**src/rtl/mult_control.sv**
```systemverilog
// Sequencer for a 32-step shift-and-add multiplier: load, 32 shift edges, then a four-phase result handshake.
// Optional MULT_CONTROL_PERF_CNT_EN adds done_cnt, a wrapping count of completed operations.
module mult_control (
  input  logic       clk,
  input  logic       reset,
  input  logic       run,
  input  logic       lsb,
  output logic       w_ctrl,
  output logic       srl_ctrl,
  output logic       alu_en,
  output logic       ready,
  output logic       busy,
  output logic [5:0] iter_cnt
`ifdef MULT_CONTROL_PERF_CNT_EN
  ,
  output logic [15:0] done_cnt
`endif
);

  typedef enum logic [1:0] {
    IDLE  = 2'd0,
    LOAD  = 2'd1,
    SHIFT = 2'd2,
    DONE  = 2'd3
  } state_t;

  state_t state_reg;

  // The final shift edge is the one that sees 31 and writes 32.
  logic last_shift;
  assign last_shift = (state_reg == SHIFT) && (iter_cnt == 6'd31);

  // Outputs are registered alongside the state, so each one always matches the decode of state_reg.
  always_ff @(posedge clk or posedge reset) begin
    if (reset) begin
      state_reg <= IDLE;
      w_ctrl    <= 1'b0;
      srl_ctrl  <= 1'b0;
      ready     <= 1'b0;
      busy      <= 1'b0;
      iter_cnt  <= 6'd0;
    end else begin
      case (state_reg)
        IDLE: begin
          if (run) begin
            state_reg <= LOAD;
            w_ctrl    <= 1'b1;
            busy      <= 1'b1;
          end
          iter_cnt <= 6'd0;
        end
        LOAD: begin
          state_reg <= SHIFT;
          w_ctrl    <= 1'b0;
          srl_ctrl  <= 1'b1;
          busy      <= 1'b1;
          iter_cnt  <= 6'd0;
        end
        SHIFT: begin
          iter_cnt <= iter_cnt + 6'd1;
          if (last_shift) begin
            state_reg <= DONE;
            srl_ctrl  <= 1'b0;
            busy      <= 1'b0;
            ready     <= 1'b1;
          end
        end
        DONE: begin
          if (!run) begin
            state_reg <= IDLE;
            ready     <= 1'b0;
            iter_cnt  <= 6'd0;
          end
        end
        default: begin
          state_reg <= IDLE;
          w_ctrl    <= 1'b0;
          srl_ctrl  <= 1'b0;
          ready     <= 1'b0;
          busy      <= 1'b0;
          iter_cnt  <= 6'd0;
        end
      endcase
    end
  end

  assign alu_en = srl_ctrl & lsb;

`ifdef MULT_CONTROL_PERF_CNT_EN
  always_ff @(posedge clk or posedge reset) begin
    if (reset) begin
      done_cnt <= 16'd0;
    end else if (last_shift) begin
      done_cnt <= done_cnt + 16'd1;
    end
  end
`endif

endmodule

```
**config.mk**
```make
export PLATFORM = sky130hd
export DESIGN_NAME = mult_control
export DESIGN_NICKNAME = d
export VERILOG_FILES = /design/src/rtl/mult_control.sv
export SDC_FILE = /design/constraint.sdc
export NUM_CORES = 1
export LEC_CHECK = 0
export BUFFER_PORTS_ARGS = -buffer_cell sky130_fd_sc_hd__buf_2
export CAP_MARGIN = 20
export CORE_MARGIN = 4
export CORE_UTILIZATION = 50
export DETAILED_ROUTE_END_ITERATION = 8
export GPL_TIMING_DRIVEN = 0
export PLACE_DENSITY = 0.74
export SYNTH_ARGS = -nofsm -noshare
export SYNTH_HDL_FRONTEND = slang
export SYNTH_SLANG_ARGS = --single-unit
```
**constraint.sdc**
```tcl
create_clock -name clk -period 2 [get_ports clk]
set_clock_uncertainty 0.2 [all_clocks]
set_input_delay 0.2 -clock clk [delete_from_list [all_inputs] [get_ports clk]]
set_output_delay 0.2 -clock clk [all_outputs]
set_load 0.005 [all_outputs]
```
-- Word-level counts from Yosys, hierarchy flattened
Index checks and enable logic that the tools add are counted.
- $add $sub $neg: 1
- $mul: 0
- div/mod/pow operators: 0
- order comparisons: 0
- eq/ne operators: 7
- shifts and indexed selects: 0
- mux-type cells: 14
- bitwise logic cells: 1
- reductions and logical operators: 12
- operators by type and width (operator ; number):
    6-bit case mux with 3 select lines ; 1
    3-bit AND reduction ; 3
    2-bit case mux with 4 select lines ; 1
    6-bit by 1-bit adder with 6-bit output, second input constant ; 1
    6-bit by 5-bit equality test with 1-bit output, second input constant ; 1
    2-bit 2-to-1 mux ; 3
    6-bit 2-to-1 mux ; 1
    2-bit inequality test, second input constant ; 3
    1-bit case mux with 2 select lines ; 3
    2-bit nonzero test ; 3
    2-bit equality test, second input constant ; 2
    1-bit 2-to-1 mux ; 4
    2-bit AND reduction ; 2
    1-bit case mux with 3 select lines ; 1
    3-bit nonzero test ; 1
    2-bit by 1-bit equality test with 1-bit output, second input constant ; 1
    2-bit zero test ; 1
    2-bit OR reduction ; 1
    1-bit bitwise AND ; 1
    1-bit logical AND ; 1
- flip-flop bits (word level): 12
- latch bits: 0
- RAM bits: 0
- memory bits (read-only): 0
- memories: 0

-- Longest topological paths before layout
Gate-level depths: netlist of the first run.
- depth in word-level cells: 4
- gate-level depth with buffers: 7

-- Worst setup path after synthesis of the first run
OpenSTA, ideal clock, no wires.
- path kind: register to register
- start point: reg state_reg[0]
- end point: reg state_reg[1]
- arrival: 1.359 ns
- data required time: 1.675 ns
- slack: 0.316 ns
- stages on the path, launching flop included: 7
- period minus slack after synthesis: 1.684 ns
- cell sequence: dfrtp_1 -> inv_1 -> ha_1 -> nor2b_1 -> a21oi_1 -> nand2_1 -> mux2_4
- longest elaborated chain between the ends: 4
- elaborated cells on any way between the ends: 10
- classes of those cells: eq/ne: 6; mux: 1; reduce/logical: 3
- ends and longest elaborated chain (what ; RTL line ; RTL):
    from (decl) ; 27 ; state_t state_reg;
    from (signal assigned) ; 36 ; state_reg <= IDLE;
    from (signal assigned) ; 46 ; state_reg <= LOAD;
    from (signal assigned) ; 53 ; state_reg <= SHIFT;
    2-bit equality test ; 31, 43 ;
    1-bit logical AND ; 31 ; assign last_shift = (state_reg == SHIFT) && (iter_cnt == 6'd31);
    2-bit inequality test (no source line) ; - ;
    3-bit AND reduction (no source line) ; - ;
Parallel ways exist; a longest one is shown, timed or not.
A chain may end at the register's enable or synchronous reset.

-- Final worst setup path of the first run
- start point: reg state_reg[1]
- end point: reg state_reg[1]
Same word-level chain as after synthesis.

==> flow_metrics.py, run 1 <==
metrics = {
    "floorplan": {
        "coreArea_mm2": 0.00117,
        "start_util_pct": 55.9,
        "die-width_um": 44.2,
        "die_y_um": 44.2,
        "row_count": 12,
        "boundaryPins": 15,
        "dieArea_mm2": 0.00195,
    },
    "clock_network": {
        "cts_setup_buffers": 0,
        "clk_latency_ns": 0.27,
        "cts.sinks": 12,
        "cts_buffers": 3,
        "tritoncts": "done",
        "cts_root_buffer": "clkbuf_4",
        "clkTransAtPathRegs_ns": 0.07,
        "h-tree-depth": 1,
        "clock_tree.buffer_depth": 2,
    },
    "grt": {
        "grt_pass1_vias": 516,
        "overflow": 0,
        "grt_pass1_wl_um": 2260,
        "grt_start_max_net_pins": 13,
        "grt.total_usage_pct": 16.0,
        "antenna_found_initial": 0,
    },
    "sta": {
        "slew_headroom_pct": 68.8,
        "tns_ns": 0,
        "whs_ns": 0.0611,
        "final_hold_viol_count": 0,
        "min_period_ns": 1.85,
        "worst_slack_ns": 0.149,
        "fin_crit_sh_pct": 92.5,
        "slew_viol_final": 0,
        "max_clock_freq_mhz": 540,
        "finalSetupViolations": 0,
        "tightest_slew_ns": 0.468,
        "rsz0062_at_grt": "no",
    },
    "detailed_routing": {
        "drc": 0,
        "wl_per_cell_um": 13.1,
        "vias": 540,
        "drt_iter0_markers": 9,
        "drt_wl_total_um": 1310,
        "detail-route-antenna-nets": 0,
        "avgViaCountPerCell": 5.40,
        "firstDrtPassIters": 4,
    },
    "worst_setup_path": {
        "path_cells": "inv_1 > ha_1 > nor2b_1 > a21oi_1 > nand2_1 > mux2_4",
        "cp.arrival_ns": 1.81,
        "cpPeakStageDelay_ns": 0.43,
        "cp.required_ns": 1.96,
        "crit_path_end_kind": "flop",
        "crit_type": "flop to flop",
        "crit_fanout": 5,
        "crit_slowest_cell": "dfrtp_1",
        "startpoint_type": "flop",
    },
    "placed_design": {
        "hpwl_um": 928,
        "port_buffers": 14,
        "dp_slack_ns": 0.192,
        "globalplace.congestion": 0.739,
    },
    "pwr": {
        "seqPwrFrac_pct": 39.6,
        "power_frac_clock_pct": 16.2,
        "power_density_mw_per_mm2": 1180,
        "netSwitchingPower_mw": 0.360,
        "p_leak_nw": 0.389,
        "intPower_mw": 0.552,
        "combPwrFrac_pct": 44.2,
        "vdd_drop_max_uv": 629,
        "totalPowerFinal_mw": 0.912,
        "p_sw_share_pct": 39.5,
    },
    "synthesis": {
        "yosysTopAreaCell": "dfrtp_1",
        "yosysWarnings": 0,
        "synth_area_um2": 654,
        "synth_edf_count": 0,
        "syn_nets": 78,
        "ys_top_cells_by_area": "dfrtp_1 (46%), ha_1 (11%), nand2_1 (5.7%)",
        "ys.flop_type": "dfrtp_1",
        "seq_area_frac_synth_pct": 45.9,
        "netlist_instances": 68,
        "yosysTopAreaCellShare_pct": 45.9,
        "async_flop_share_pct": 100,
        "ys_seq_elements": 12,
        "ys_types": 22,
        "avgSynthCellArea_um2": 9.62,
    },
    "cells_and_area": {
        "largest_reg_flops": 6,
        "register_area_um2": 300,
        "nets": 98,
        "mostFrequentLayoutCell": "buf_2",
        "layout_common_cells": "buf_2 (15), dfrtp_1 (12), nand2_1 (10)",
        "num-fill-cells": 95,
        "syn2layout_area_growth_pct": 18.4,
        "antennaDiodeCount": 0,
        "post-route-util_pct": 66.1,
        "drive_gt1_share_pct": 25.6,
        "multi_input_area_um2": 330,
    },
    "flow_run": {
        "max_cap_viol_count": 0,
    },
    "worst_hold_path": {
        "hold_path_class": "input pin to flop",
    },
    "run_status": {
        "status": "completed",
    },
}
## synthesized netlist by cell type (all sizes together) (2+ instances only)
library cell	count
nand2	10
dfrtp	12
a21oi	4
and2	2
nand2b	2
o21ai	7
inv	5
ha	6
o311ai	2
o31ai	3
nand3	6
nor2	2
## final cells by class
class	count	area share [%]
repair buffers	15	10.3
multi-input cells	50	42.6
clock buffers	3	2.91
inverters	5	2.42
plain buffers	1	0.646
well taps	14	2.26
flip-flops and latches	12	38.8
## stage by stage
stage,std cells,area (µm²)
final,100,774
after global routing,100,774
after CTS,100,774
after detailed placement,96,742
after global placement,96,742
after floorplan,68,654
## logic make-up (layout without fill, tap and decap cells)
family	after synthesis	in the layout	share of synthesized area [%]
compound gates	17	17	16.6
buf+inv	6	24	3.63
fa+ha+maj	6	6	11.5
simple gates	26	26	20.1
flops	12	12	45.9
mux	1	1	2.29
## worst paths after layout
| path | start | to | slack, ns | cells after the start |
|---|---|---|---|---|
| setup / recovery | state_reg[1]$_DFFE_PP0P_ | state_reg[1]$_DFFE_PP0P_ | 0.15 | 6 |
| hold / removal | run | ready$_DFFE_PP0P_ | 0.06 | 3 |
| setup reg to reg | state_reg[1]$_DFFE_PP0P_ | state_reg[1]$_DFFE_PP0P_ | 0.15 | 6 |
| hold reg to reg | busy$_DFFE_PP0P_ | busy$_DFFE_PP0P_ | 0.31 | 2 |
| max in group asynchronous | reset | iter_cnt[1]$_DFFE_PP0P_ | 1.01 | 3 |
| min in group asynchronous | reset | iter_cnt[4]$_DFFE_PP0P_ | 0.27 | 3 |
## critical path, delay by kind of cell (launching register included)
kind | cells | cell delay (ns)
fa+ha+maj | 1 | 0.19
buf+inv | 1 | 0.11
simple gates | 2 | 0.43
compound gates | 1 | 0.07
mux | 1 | 0.31
flops | 1 | 0.43
## per-layer routing
layer  share of wire (%)  wire, µm  global-route usage (%)  up-vias
li1                    -         -                       -      275
met1                  47       617                    21.5      245
met5                   0         0                       0        -
met3                 6.4        83                    4.88        5
met2                  43       563                    21.8       15
met4                 3.2        42                    10.8        0
## power groups by stage
stage	Clock (mW)	Sequential [mW]	Combinational [mW]
3_3_place_gp	0	0.363	0.393
2_1_floorplan	0	0.362	0.290
4_1_cts	0.153	0.362	0.402
6_report	0.148	0.361	0.403
3_5_place_dp	0	0.365	0.398
5_1_grt	0.163	0.372	0.469
## what timing repair did
item,4_1_cts,5_1_grt
hold buffers,1,0
resized for setup,0,0
endpoints found under the hold margin,12,0
(Power assumes the default switching activity.)
==> run 2: changes to the inputs <==
- CORE_AREA: not set -> 4 4 41 43
- CORE_MARGIN: 4 -> not set
- CORE_UTILIZATION: 50 -> not set
- CTS_BUF_LIST: not set -> sky130_fd_sc_hd__clkbuf_8
- DIE_AREA: not set -> 0 0 45 47
- PLACE_DENSITY: 0.74 -> 0.73
==> run 2 against run 1 <==
  * Combinational power decreased by 2%
  * Sequential power increased by 1%
  * Register-to-register slack improved by 0.02 ns
  * Hold slack improved by 0.047 ns
  * Clock power increased by 45%
  * Critical path type unchanged
  * Largest cell class unchanged
==> flow_metrics.py, run 2 (synthesis gave the netlist of run 1 again) <==
metrics = {
    "sta": {
        "finalSetupViolations": 0,
        "slew_headroom_pct": 68.9,
        "tns_ns": 0,
        "fin_crit_sh_pct": 91.6,
        "slew_viol_final": 0,
        "worst_slack_ns": 0.168,
        "whs_ns": 0.108,
        "rsz0062_at_grt": "no",
        "min_period_ns": 1.83,
        "max_clock_freq_mhz": 546,
        "tightest_slew_ns": 0.466,
        "final_hold_viol_count": 0,
    },
    "placed_design": {
        "dp_slack_ns": 0.199,
        "port_buffers": 14,
        "dp_cells": 97,
        "hpwl_um": 937,
        "place_area_um2": 743,
        "globalplace.congestion": 0.784,
    },
    "cells_and_area": {
        "drive_gt1_share_pct": 25.6,
        "num-fill-cells": 112,
        "layout_common_cells": "buf_2 (15), dfrtp_1 (12), nand2_1 (10)",
        "syn2layout_area_growth_pct": 21.4,
        "post-route-util_pct": 61.1,
        "fin_cells": 101,
        "antennaDiodeCount": 0,
        "mostFrequentLayoutCell": "buf_2",
        "nets": 98,
        "largest_reg_flops": 6,
        "fin_area_um2": 795,
    },
    "grt": {
        "grt_pass1_vias": 493,
        "overflow": 0,
        "grt_start_max_net_pins": 13,
        "grt.total_usage_pct": 13.5,
        "antenna_found_initial": 0,
        "grt_pass1_wl_um": 2020,
    },
    "clock_network": {
        "clock_tree.buffer_depth": 2,
        "clk_latency_ns": 0.24,
        "cts.sinks": 12,
        "tritoncts": "done",
        "cts_setup_buffers": 0,
        "cts_root_buffer": "clkbuf_8",
        "h-tree-depth": 1,
        "clkTransAtPathRegs_ns": 0.05,
        "cts_buffers": 3,
    },
    "detailed_routing": {
        "drt_wl_total_um": 1280,
        "avgViaCountPerCell": 5.33,
        "drt_iter0_markers": 10,
        "wl_per_cell_um": 12.7,
        "detail-route-antenna-nets": 0,
        "vias": 538,
        "firstDrtPassIters": 4,
        "drc": 0,
    },
    "worst_setup_path": {
        "cp-endpoint": "state_reg[1]$_DFFE_PP0P_",
        "r2r_start": "state_reg[0]$_DFFE_PP0P_",
        "crit_type": "flop to flop",
        "path_cells": "inv_1 > ha_1 > nor2b_1 > a21oi_1 > nand2_1 > mux2_4",
        "crit_start": "state_reg[0]$_DFFE_PP0P_",
        "crit_path_end_kind": "flop",
        "crit_fanout": 4,
        "crit_slowest_cell": "dfrtp_1",
        "startpoint_type": "flop",
        "reg2reg_depth": 6,
        "cp.required_ns": 1.92,
        "cp.arrival_ns": 1.75,
        "rrSetupSlack_ns": 0.17,
        "reg2reg_to": "state_reg[1]$_DFFE_PP0P_",
        "cpPeakStageDelay_ns": 0.42,
    },
    "pwr": {
        "totalPowerFinal_mw": 0.974,
        "power_density_mw_per_mm2": 1230,
        "vdd_drop_max_uv": 601,
        "p_leak_nw": 0.397,
    },
    "floorplan": {
        "row_count": 13,
        "die-width_um": 45,
        "coreArea_mm2": 0.00130,
        "die_y_um": 47,
        "boundaryPins": 15,
        "dieArea_mm2": 0.00212,
        "start_util_pct": 50.3,
    },
    "worst_hold_path": {
        "hold_path_class": "input pin to flop",
    },
    "run_status": {
        "status": "completed",
    },
    "flow_run": {
        "max_cap_viol_count": 0,
    },
}
run 2: cell count changes in the layout (fill, tap and decap cells not counted):
| cell | change |
|---|---|
| clkbuf_4 | -3 |
| clkbuf_8 | +3 |
run 2: repair_timing:
item / CTS / global route
gates resized for setup: 0 / 0
hold buffers: 1 / 0
hold endpoints to repair: 12 / 0
run 2: worst max-delay path: cells and delay by family (launching register included):
kind                       cells  cell delay, ns
buffers and inverters          1            0.11
and+or+nand+nor                2            0.43
DFF                            1            0.42
AOI/OAI and AO/OA              1            0.07
adders and majority gates      1            0.19
muxes                          1            0.30
run 2: how the worst min path moves through the flow:
stage	startpoint	slack, ns	end	cells after the start
after floorplan	reset	-0.14	busy$_DFFE_PP0P_	1
after CTS	run	0.10	ready$_DFFE_PP0P_	3
after detailed placement	reset	0.04	ready$_DFFE_PP0P_	2
after global placement	reset	0.03	srl_ctrl$_DFFE_PP0P_	2
after global routing	run	0.12	ready$_DFFE_PP0P_	3
final	run	0.11	ready$_DFFE_PP0P_	3
run 2: metal layers:
metal / vias to the layer above / global-route usage [%] / routed length [µm]
met2: 11 / 22.9 / 586
met4: 0 / 7.02 / 0
met5: - / 0 / 0
li1: 276 / - / -
met1: 251 / 15.8 / 628
met3: 0 / 3.45 / 63
run 2: area by class of cell:
class,count,area (µm²),area share [%]
flip-flops and latches,12,300,37.8
well taps,15,18.8,2.36
inverters,5,18.8,2.36
multi-input cells,50,330,41.6
repair buffers,15,80.1,10.1
plain buffers,1,5.00,0.630
clock buffers,3,41.3,5.20
run 2: report_power, final:
part / switching [mW] / internal, mW
combinational: 0.217 / 0.178
clock: 0.0814 / 0.132
sequential: 0.0593 / 0.305
total: 0.358 / 0.615
